==> src/rtl/iq_credit_ctrl.sv <==
// iq_credit_ctrl: per-port issue-queue credit tracking for the integer
// dispatch path. It stalls a dispatch group that would overflow any queue,
// feeds the round-robin start-port hint back to port assignment, and holds
// dispatch off for a fixed window after a pipeline flush.
//
// Handshake: IN_valid offers a dispatch group; !OUT_stall is the ready.
// A group transfers (is accepted) exactly when IN_valid && !OUT_stall,
// and then every valid slot of that group is dispatched together.
module iq_credit_ctrl #(
   parameter int NUM_PORTS    = 4,
   parameter int DEC_WIDTH    = 4,
   parameter int IQ_DEPTH     = 8,
   parameter int FLUSH_CYCLES = 2,
   localparam int PW = (NUM_PORTS > 1) ? $clog2(NUM_PORTS) : 1,
   localparam int FW = $clog2(IQ_DEPTH + 1)
) (
   input  logic                    clk,
   input  logic                    rst,
   input  logic                    IN_valid,
   input  logic [DEC_WIDTH-1:0]    IN_uopValid,
   input  logic [DEC_WIDTH*PW-1:0] IN_order,
   input  logic [NUM_PORTS-1:0]    IN_issue,
   input  logic                    IN_flush,
   output logic                    OUT_stall,
   output logic [NUM_PORTS*FW-1:0] OUT_free,
   output logic [PW-1:0]           OUT_prio,
   output logic                    OUT_error,
   output logic                    dbg_state
);

   // demand counter width, credit arithmetic width (one bit of headroom), flush counter width
   localparam int DW = $clog2(DEC_WIDTH + 1);
   localparam int AW = ((FW > DW) ? FW : DW) + 1;
   localparam int CW = (FLUSH_CYCLES > 1) ? $clog2(FLUSH_CYCLES) : 1;

   localparam logic [PW:0]   NP_W    = (PW + 1)'(NUM_PORTS);
   localparam logic [AW-1:0] DEPTH_A = AW'(IQ_DEPTH);
   localparam logic [FW-1:0] DEPTH_F = FW'(IQ_DEPTH);
   localparam logic [CW-1:0] CNT_LD  = CW'(FLUSH_CYCLES - 1);

   typedef enum logic {
      ST_RUN   = 1'b0,
      ST_FLUSH = 1'b1
   } state_t;

   state_t          state_q, state_d;
   logic [CW-1:0]   cnt_q, cnt_d;
   logic [FW-1:0]   free_q [NUM_PORTS];
   logic [FW-1:0]   free_d [NUM_PORTS];
   logic [PW-1:0]   prio_q, prio_d;
   logic            err_q, err_d;

   logic [DW-1:0]   demand [NUM_PORTS];
   logic [AW-1:0]   sum    [NUM_PORTS];
   logic            over;
   logic            accept;
   logic            any_valid;
   logic [PW-1:0]   last_ord;
   logic [PW:0]     prio_inc;
   logic [PW-1:0]   prio_wrap;

   // count how many valid slots of the offered group target each port
   always_comb begin
      for (int p = 0; p < NUM_PORTS; p++) begin
         demand[p] = '0;
         for (int i = 0; i < DEC_WIDTH; i++) begin
            if (IN_uopValid[i] && (IN_order[i*PW +: PW] == PW'(p))) begin
               demand[p] = demand[p] + DW'(1);
            end
         end
      end
   end

   // stall decision uses registered credits only; same-cycle issues are not credited
   always_comb begin
      over = 1'b0;
      for (int p = 0; p < NUM_PORTS; p++) begin
         if (AW'(demand[p]) > AW'(free_q[p])) begin
            over = 1'b1;
         end
      end
      OUT_stall = (state_q == ST_FLUSH) || IN_flush || (IN_valid && over);
      accept    = IN_valid && !OUT_stall && !IN_flush;
   end

   // next round-robin hint: one past the port of the last valid slot, wrapped
   always_comb begin
      last_ord  = '0;
      any_valid = 1'b0;
      for (int i = 0; i < DEC_WIDTH; i++) begin
         if (IN_uopValid[i]) begin
            last_ord  = IN_order[i*PW +: PW];
            any_valid = 1'b1;
         end
      end
      prio_inc  = {1'b0, last_ord} + (PW + 1)'(1);
      prio_wrap = PW'((prio_inc >= NP_W) ? (prio_inc - NP_W) : prio_inc);
   end

   // per-port credit result before saturation: free - accepted demand + issue
   always_comb begin
      for (int p = 0; p < NUM_PORTS; p++) begin
         sum[p] = AW'(free_q[p]) - (accept ? AW'(demand[p]) : '0) + AW'(IN_issue[p]);
      end
   end

   // RUN/FLUSH next-state, credit, hint and error update; flush wins over everything
   always_comb begin
      state_d = state_q;
      cnt_d   = cnt_q;
      free_d  = free_q;
      prio_d  = prio_q;
      err_d   = err_q;
      if (IN_flush) begin
         state_d = ST_FLUSH;
         cnt_d   = CNT_LD;
         prio_d  = '0;
         for (int p = 0; p < NUM_PORTS; p++) begin
            free_d[p] = DEPTH_F;
         end
      end else if (state_q == ST_FLUSH) begin
         // credits stay full and issues are ignored until the window closes
         if (cnt_q == '0) begin
            state_d = ST_RUN;
         end else begin
            cnt_d = cnt_q - CW'(1);
         end
      end else begin
         for (int p = 0; p < NUM_PORTS; p++) begin
            if (sum[p] > DEPTH_A) begin
               free_d[p] = DEPTH_F;
               err_d     = 1'b1;
            end else begin
               free_d[p] = sum[p][FW-1:0];
            end
         end
         if (accept && any_valid) begin
            prio_d = prio_wrap;
         end
      end
   end

   // state registers with asynchronous reset to the full-credit RUN state
   always_ff @(posedge clk or posedge rst) begin
      if (rst) begin
         state_q <= ST_RUN;
         cnt_q   <= '0;
         prio_q  <= '0;
         err_q   <= 1'b0;
         for (int p = 0; p < NUM_PORTS; p++) begin
            free_q[p] <= DEPTH_F;
         end
      end else begin
         state_q <= state_d;
         cnt_q   <= cnt_d;
         prio_q  <= prio_d;
         err_q   <= err_d;
         for (int p = 0; p < NUM_PORTS; p++) begin
            free_q[p] <= free_d[p];
         end
      end
   end

   // pack registered state onto the outputs
   always_comb begin
      for (int p = 0; p < NUM_PORTS; p++) begin
         OUT_free[p*FW +: FW] = free_q[p];
      end
      OUT_prio  = prio_q;
      OUT_error = err_q;
      dbg_state = (state_q == ST_FLUSH);
   end

endmodule
==> config.mk <==
export PLATFORM = sky130hd
export DESIGN_NAME = iq_credit_ctrl
export DESIGN_NICKNAME = d
export VERILOG_FILES = /design/src/rtl/iq_credit_ctrl.sv
export SDC_FILE = /design/constraint.sdc
export NUM_CORES = 1
export LEC_CHECK = 0
export BUFFER_PORTS_ARGS = -buffer_cell sky130_fd_sc_hd__buf_2
export CAP_MARGIN = 20
export CORE_MARGIN = 2
export CORE_UTILIZATION = 32
export DETAILED_ROUTE_END_ITERATION = 7
export GPL_TIMING_DRIVEN = 0
export PLACE_DENSITY = 0.55
export SLEW_MARGIN = 20
export SYNTH_ARGS = -nofsm -noshare
export SYNTH_HDL_FRONTEND = slang
export SYNTH_SLANG_ARGS = --single-unit
==> constraint.sdc <==
create_clock -name clk -period 4.04 [get_ports clk]
set_input_delay 0.404 -clock clk [delete_from_list [all_inputs] [get_ports clk]]
set_output_delay 0.404 -clock clk [all_outputs]
set_load 0.05 [all_outputs]
-- Word level (Yosys, flattened, before mapping)
Index checks and enable logic that the tools add are counted.
- bits of input ports: 20
- output and inout bits: 21
- word-level logic and storage cells: 140
- flip-flop bits (word level): 21
- muxes and demuxes: 52
- $add $sub $neg: 23
- magnitude comparators: 9
- equal/unequal tests: 13
- reductions and logical operators: 33
- bitwise logic cells: 2
- operators by type and width (kind ; number):
    3-bit two-way mux ; 16
    3-bit by 1-bit adder with 3-bit output (second input constant) ; 12
    16-bit two-way mux ; 2
    1-bit two-way mux ; 22
    5-bit by 1-bit adder with 5-bit output ; 4
    5-bit by 4-bit > comparator with 1-bit output (second input constant) ; 4
    1-bit logical AND ; 20
    4-bit by 3-bit subtractor with 5-bit output ; 4
    2-bit equality test (second input constant) ; 8
    3-bit by 4-bit > comparator with 1-bit output ; 4
    2-bit two-way mux ; 8
    4-bit two-way mux ; 4
    2-bit by 1-bit equality test with 1-bit output (second input constant) ; 4
    2-bit logical NOT ; 4
    2-bit nonzero test ; 2
    4-bit nonzero test ; 1
    2-bit by 1-bit adder with 3-bit output (second input constant) ; 1
    3-bit greater-or-equal comparator (second input constant) ; 1
    3-bit AND reduction ; 1
    1-bit logical NOT ; 2
    1-bit logical OR ; 2
    2-bit inequality test (second input constant) ; 1
    1-bit inverter ; 2
    2-bit AND reduction ; 1
    2 further kinds ; 2

-- Logic depth before layout (Yosys ltp)
- depth in word-level cells: 27
- depth in mapped cells: 25
- mapped depth without buffers: 25

-- Least setup slack after synthesis
Ideal clock, no wire load.
- path type: input to register
- from: in IN_order[3]
- to: reg free_q, in the netlist OUT_free[2]
- required time: 3919 ps
- library setup time: 121 ps
- data arrival time: 4777 ps
- path buffers: 1
- slack: -858 ps
- cell stages on the path: 23
- path through: or3b_2 -> inv_1 -> ha_1 -> xor2_4 -> ha_1 -> nand2_1 -> o21ai_0 -> ha_1 -> nor2b_1 -> o21a_1 -> o21ai_1 -> and4_4 -> and3_1 -> buf_6 -> nand2_1 -> ha_1 -> fa_1 -> a21o_1 -> a21oi_1 -> xnor2_1 -> a21oi_1 -> and2_1 -> a22o_1
- cells in the longest elaborated chain, start to end: 24
- elaborated cells on any way between the ends: 48
- classes of those cells: 10 x add/sub; 5 x order compare; 3 x eq/ne; 20 x mux; 10 x reduce/logical
- RTL lines (element ; line ; text):
    from (decl) ; 21 ; input logic [DEC_WIDTH*PW-1:0] IN_order,
    2-bit logical NOT ; 67 ; if (IN_uopValid[i] && (IN_order[i*PW +: PW] == PW'(p))) begin
    1-bit logical AND ; 67 ;
    3-bit two-way mux ; 67 ;
    3-bit by 1-bit adder with 3-bit output ; 68 ; demand[p] = demand[p] + DW'(1);
    3-bit two-way mux ; 67 ;
    3-bit by 1-bit adder with 3-bit output ; 68 ;
    3-bit two-way mux ; 67 ;
    3-bit by 4-bit > comparator with 1-bit output ; 78 ; if (AW'(demand[p]) > AW'(free_q[p])) begin
    (+7 left out) ; - ;
    1-bit logical AND (2 in a row) ; 83 ; accept = IN_valid && !OUT_stall && !IN_flush;
    3-bit two-way mux * ; 103 ; sum[p] = AW'(free_q[p]) - (accept ? AW'(demand[p]) : '0) + AW'(IN_issue[p]);
    4-bit by 3-bit subtractor with 5-bit output * ; 103 ;
    5-bit by 1-bit adder with 5-bit output * ; 103 ;
    5-bit by 4-bit > comparator with 1-bit output ; 130 ; if (sum[p] > DEPTH_A) begin
    4-bit two-way mux * ; 130 ;
    16-bit two-way mux * ; 121 ; end else if (state_q == ST_FLUSH) begin
    16-bit two-way mux * ; 114 ; if (IN_flush) begin
    to (signal, indexed assignment) ; 159 ; free_q[p] <= free_d[p];
    to (decl) ; 48 ; logic [FW-1:0] free_q [NUM_PORTS];
Every way passes the cells marked *; elsewhere a longest branch is shown, timed or not. The select of a mux whose other input is x is not followed.
A chain may end at the register's enable or synchronous reset.

-- Worst setup path in the final report
- from: in IN_order[0]
- to: reg err_q (netlist: OUT_error)
- cells in the longest elaborated chain, start to end: 26
- elaborated cells on any way between the ends: 70
- classes of those cells: 20 x add/sub; 8 x order compare; 3 x eq/ne; 27 x mux; 12 x reduce/logical
- RTL lines (element ; line ; text):
    2-bit logical NOT ; 67 ;
    1-bit logical AND ; 67 ;
    1-bit two-way mux ; 67 ;
    3-bit by 1-bit adder with 3-bit output ; 68 ;
    3-bit two-way mux ; 67 ;
    3-bit by 1-bit adder with 3-bit output ; 68 ;
    3-bit two-way mux ; 67 ;
    3-bit by 1-bit adder with 3-bit output ; 68 ;
    (+7 left out) ; - ;
    1-bit logical OR ; 82 ; OUT_stall = (state_q == ST_FLUSH) || IN_flush || (IN_valid && over);
    1-bit logical NOT ; 83 ;
    1-bit logical AND (2 in a row) ; 83 ;
    3-bit two-way mux ; 103 ;
    4-bit by 3-bit subtractor with 5-bit output ; 103 ;
    5-bit by 1-bit adder with 5-bit output ; 103 ;
    5-bit by 4-bit > comparator with 1-bit output ; 130 ;
    1-bit two-way mux (3 in a row) ; 130 ;
    to (signal assigned) ; 157 ; err_q <= err_d;
    to (decl) ; 51 ; logic err_q, err_d;
Parallel ways exist; a longest one is shown, timed or not.

==> impl_metrics.toml <==
[critical_path]
r2r-start = "OUT_free[5]"
crit_top_cell = "ha_4"
worstPathCellList = "clkbuf_4, and3b_2, ha_4, xnor2_4, ha_4, mux2_4, ha_4, nor2b_4, o21a_1, o21ai_2, and4_4, nand3_4, nor2_4, ha_4, inv_4, ha_4, fa_2, or3_4, a21oi_4, nand4_1, a21o_1"
arrival_ps = 4750
end_kind = "flip-flop"
r2r_cells = 16
cp_max_fo = 5
startpoint_type = "primary input"
critPathKind = "in -> reg"
r2r-end = "OUT_error"
crit_slowest_cell = "fa_2"
crit_required_ps = 4210
timing.critical_path.slowest_cell_delay_ps = 430
rrSetupSlack_ps = 380

[sta]
worst_pin_slew_ps = 909.5
finClkSkew_ps = 3.941
slew_headroom_pct = 39.30
period_share_pct = 113.4
fmax_ghz = 0.2182
setup_viol = 17
hold_slack_ps = 323.0
finalMaxSlewViolations = 0
rsz0062_at_grt = "true"
setup_ws_ps = -543.2
hold_viol_final = 0
period_minus_slack_ps = 4583

[synth]
yosysMostFrequentCell = "ha_1"
synth_edf_count = 0
syn_area_mm2 = 0.002650
ys_ff_latch = 21
synth_top_area_share_pct = 26.91
seq_area_frac_synth_pct = 20.02
syn_nets = 378
syn-instance-count = 297
synth_ff_type = "dfrtp_1"
syn_avg_cell_area_um2 = 8.923
synth_area_leaders = "ha_1 (27%), dfrtp_1 (16%), inv_1 (5.2%)"
yosysWarnings = 0
async_flop_share_pct = 100.0
ys_types = 47
yosys.area.top_type = "ha_1"
synth_common_cells = "ha_1 (57), inv_1 (37), nand2_1 (23), a21oi_1 (17), dfrtp_1 (17)"

[global_route]
grt_pass1_vias = 2405
grt_max_degree = 22
antenna_found_initial = 0
grt_pass1_wl_um = 11530
grt.overflow.total = 0
track_usage_pct = 16.31

[routing]
avgRoutedWirePerCell_um = 14.82
drtIter0Drc = 48
antenna_left = 0
drt_wl_total_um = 6845
drc_errors = 0
vias = 2302
via_per_inst = 4.983
dr.pass1.iters = 4

[outcome]
outcome = "complete, but fails checks"
violations = "setup timing"

[die]
core_mm2 = 0.008134
die-width_um = 95
dieArea_mm2 = 0.009025
row_count = 33
io_pins = 41
initial_core_util_pct = 32.58
die_y_um = 95

[clocking]
clock_path_buffers = 2
clk_pin_slew_ps = 90
cts_sinks = 21
worstSkewPairLatency_ps = 270
cts-root-buf = "clkbuf_8"
numCtsBuffers = 3
cts_tree = "done"
htreeDepth = 1

[power]
swShare_pct = 37.64
pwr_density_cell_mw_per_mm2 = 183.5
clockPowerShare_pct = 21.0
p_seq_share_pct = 32.0
power.switching_uw = 269.3
p_int_uw = 446.2
leakage_nw = 1.723
vdd_drop_max_uv = 99.72
power.share.combinational_pct = 47.0
p_total_uw = 715.5

[layout]
num-nets-final = 439
post-route-util_pct = 47.95
area_growth_pct = 47.17
insertedDiodeCount = 0
fillerInstances = 764
drive_gt1_share_pct = 47.34
final_cells = 462

[placed_design]
hpwl_um = 5238
dp_cells = 440
gp_congestion = 0.8340
io_buffers = 38

[worst_hold_path]
worstHoldPathType = "in -> async"

[job]
maxCapViolCount = 0
## kinds of logic after synthesis
group	Yosys count	share of synthesized area (%)
AO/OA/AOI/OAI	67	17.00
XOR/XNOR	25	8.971
adder cells (fa/ha/maj)	61	29.93
buffers and inverters	42	6.846
flip-flops	21	20.02
multiplexers	4	1.652
AND/OR/NAND/NOR	77	15.58
## per-layer routing
metal	vias up	wire length, um	track usage (%)
met2	26	3494	29.31
met4	0	112	3.865
met5	-	0	0
met3	10	122	1.038
li1	1161	-	-
met1	1105	3115	21.28
## final cells by class
class / count / area (um2) / share of cell area, %
multi-input cells: 234 / 2624 / 67.28
inverters: 37 / 141.4 / 3.625
repair buffers: 56 / 376.6 / 9.657
flip-flops and latches: 21 / 530.5 / 13.60
well taps: 105 / 131.4 / 3.369
clock buffers: 4 / 45.04 / 1.155
plain buffers: 5 / 51.30 / 1.315
## through the flow
stage               cell area [um2]  worst slack, ps  TNS, ps
finish                         3900           -543.2    -8077
global route                   3900           -738.1   -11200
CTS                            3720           -587.9    -8138
detailed placement             3238            -1201   -18540
global placement               3238            -1149   -17670
floorplan                      2917           -528.9    -7440
## layout by cell type (no fill, tap or decap), types with 4 or more instances in the layout
cell type   n
nor2_1      8
fa_2        4
inv_2       7
buf_4      18
ha_1       30
a31oi_1     4
a21o_1     11
a21oi_1     8
inv_1      29
o21ai_0     4
or3_4       4
xnor2_2     7
dfrtp_1    17
buf_2      34
xnor2_1     6
o21a_1      4
dfstp_2     4
nand2_2     5
ha_4       25
nand2_1    14
nand2_4     4
xor2_1      9
o21ai_2     5
nand3_1     5
a21oi_2     6
a22o_1     12
a21oi_4     4
## power by group through the flow
stage	combinational [mW]	clock, mW	sequential, mW
floorplan	0.160	0	0.255
global placement	0.243	0	0.233
detailed placement	0.247	0	0.233
CTS	0.311	0.154	0.229
global route	0.370	0.166	0.231
finish	0.337	0.150	0.229
## critical path: cells and delay by family
kind	cells	cell delay (ps)
fa+ha+maj	6	1540
simple gates	7	1470
compound gates	4	710
mux	1	290
buf+inv	2	210
xor+xnor	1	130
## worst max path at each step
stage	slack [ps]	cells after the start	startpoint	to
2_1_floorplan	-530	21	IN_order[3]	OUT_error
3_3_place_gp	-1150	21	IN_uopValid[0]	OUT_error
3_5_place_dp	-1200	22	IN_order[3]	OUT_error
4_1_cts	-590	25	IN_order[2]	OUT_free[13]
5_1_grt	-740	22	IN_order[3]	OUT_error
6_report	-540	21	IN_order[0]	OUT_error
## state kept, by name, indices dropped and copies added (netlist names)
signal	count
OUT_prio	2
cnt_q	1
OUT_error	1
dbg_state	1
OUT_free	16
## what timing repair did
action / in CTS / in global routing
pin swaps: 30 / 31
endpoints found under the setup margin: 17 / 17
hold buffers: 0 / 0
gates resized for setup: 61 / 30
gates cloned: 1 / 0
setup buffers: 12 / 5
Note: power is estimated with default switching activity, not from simulation.
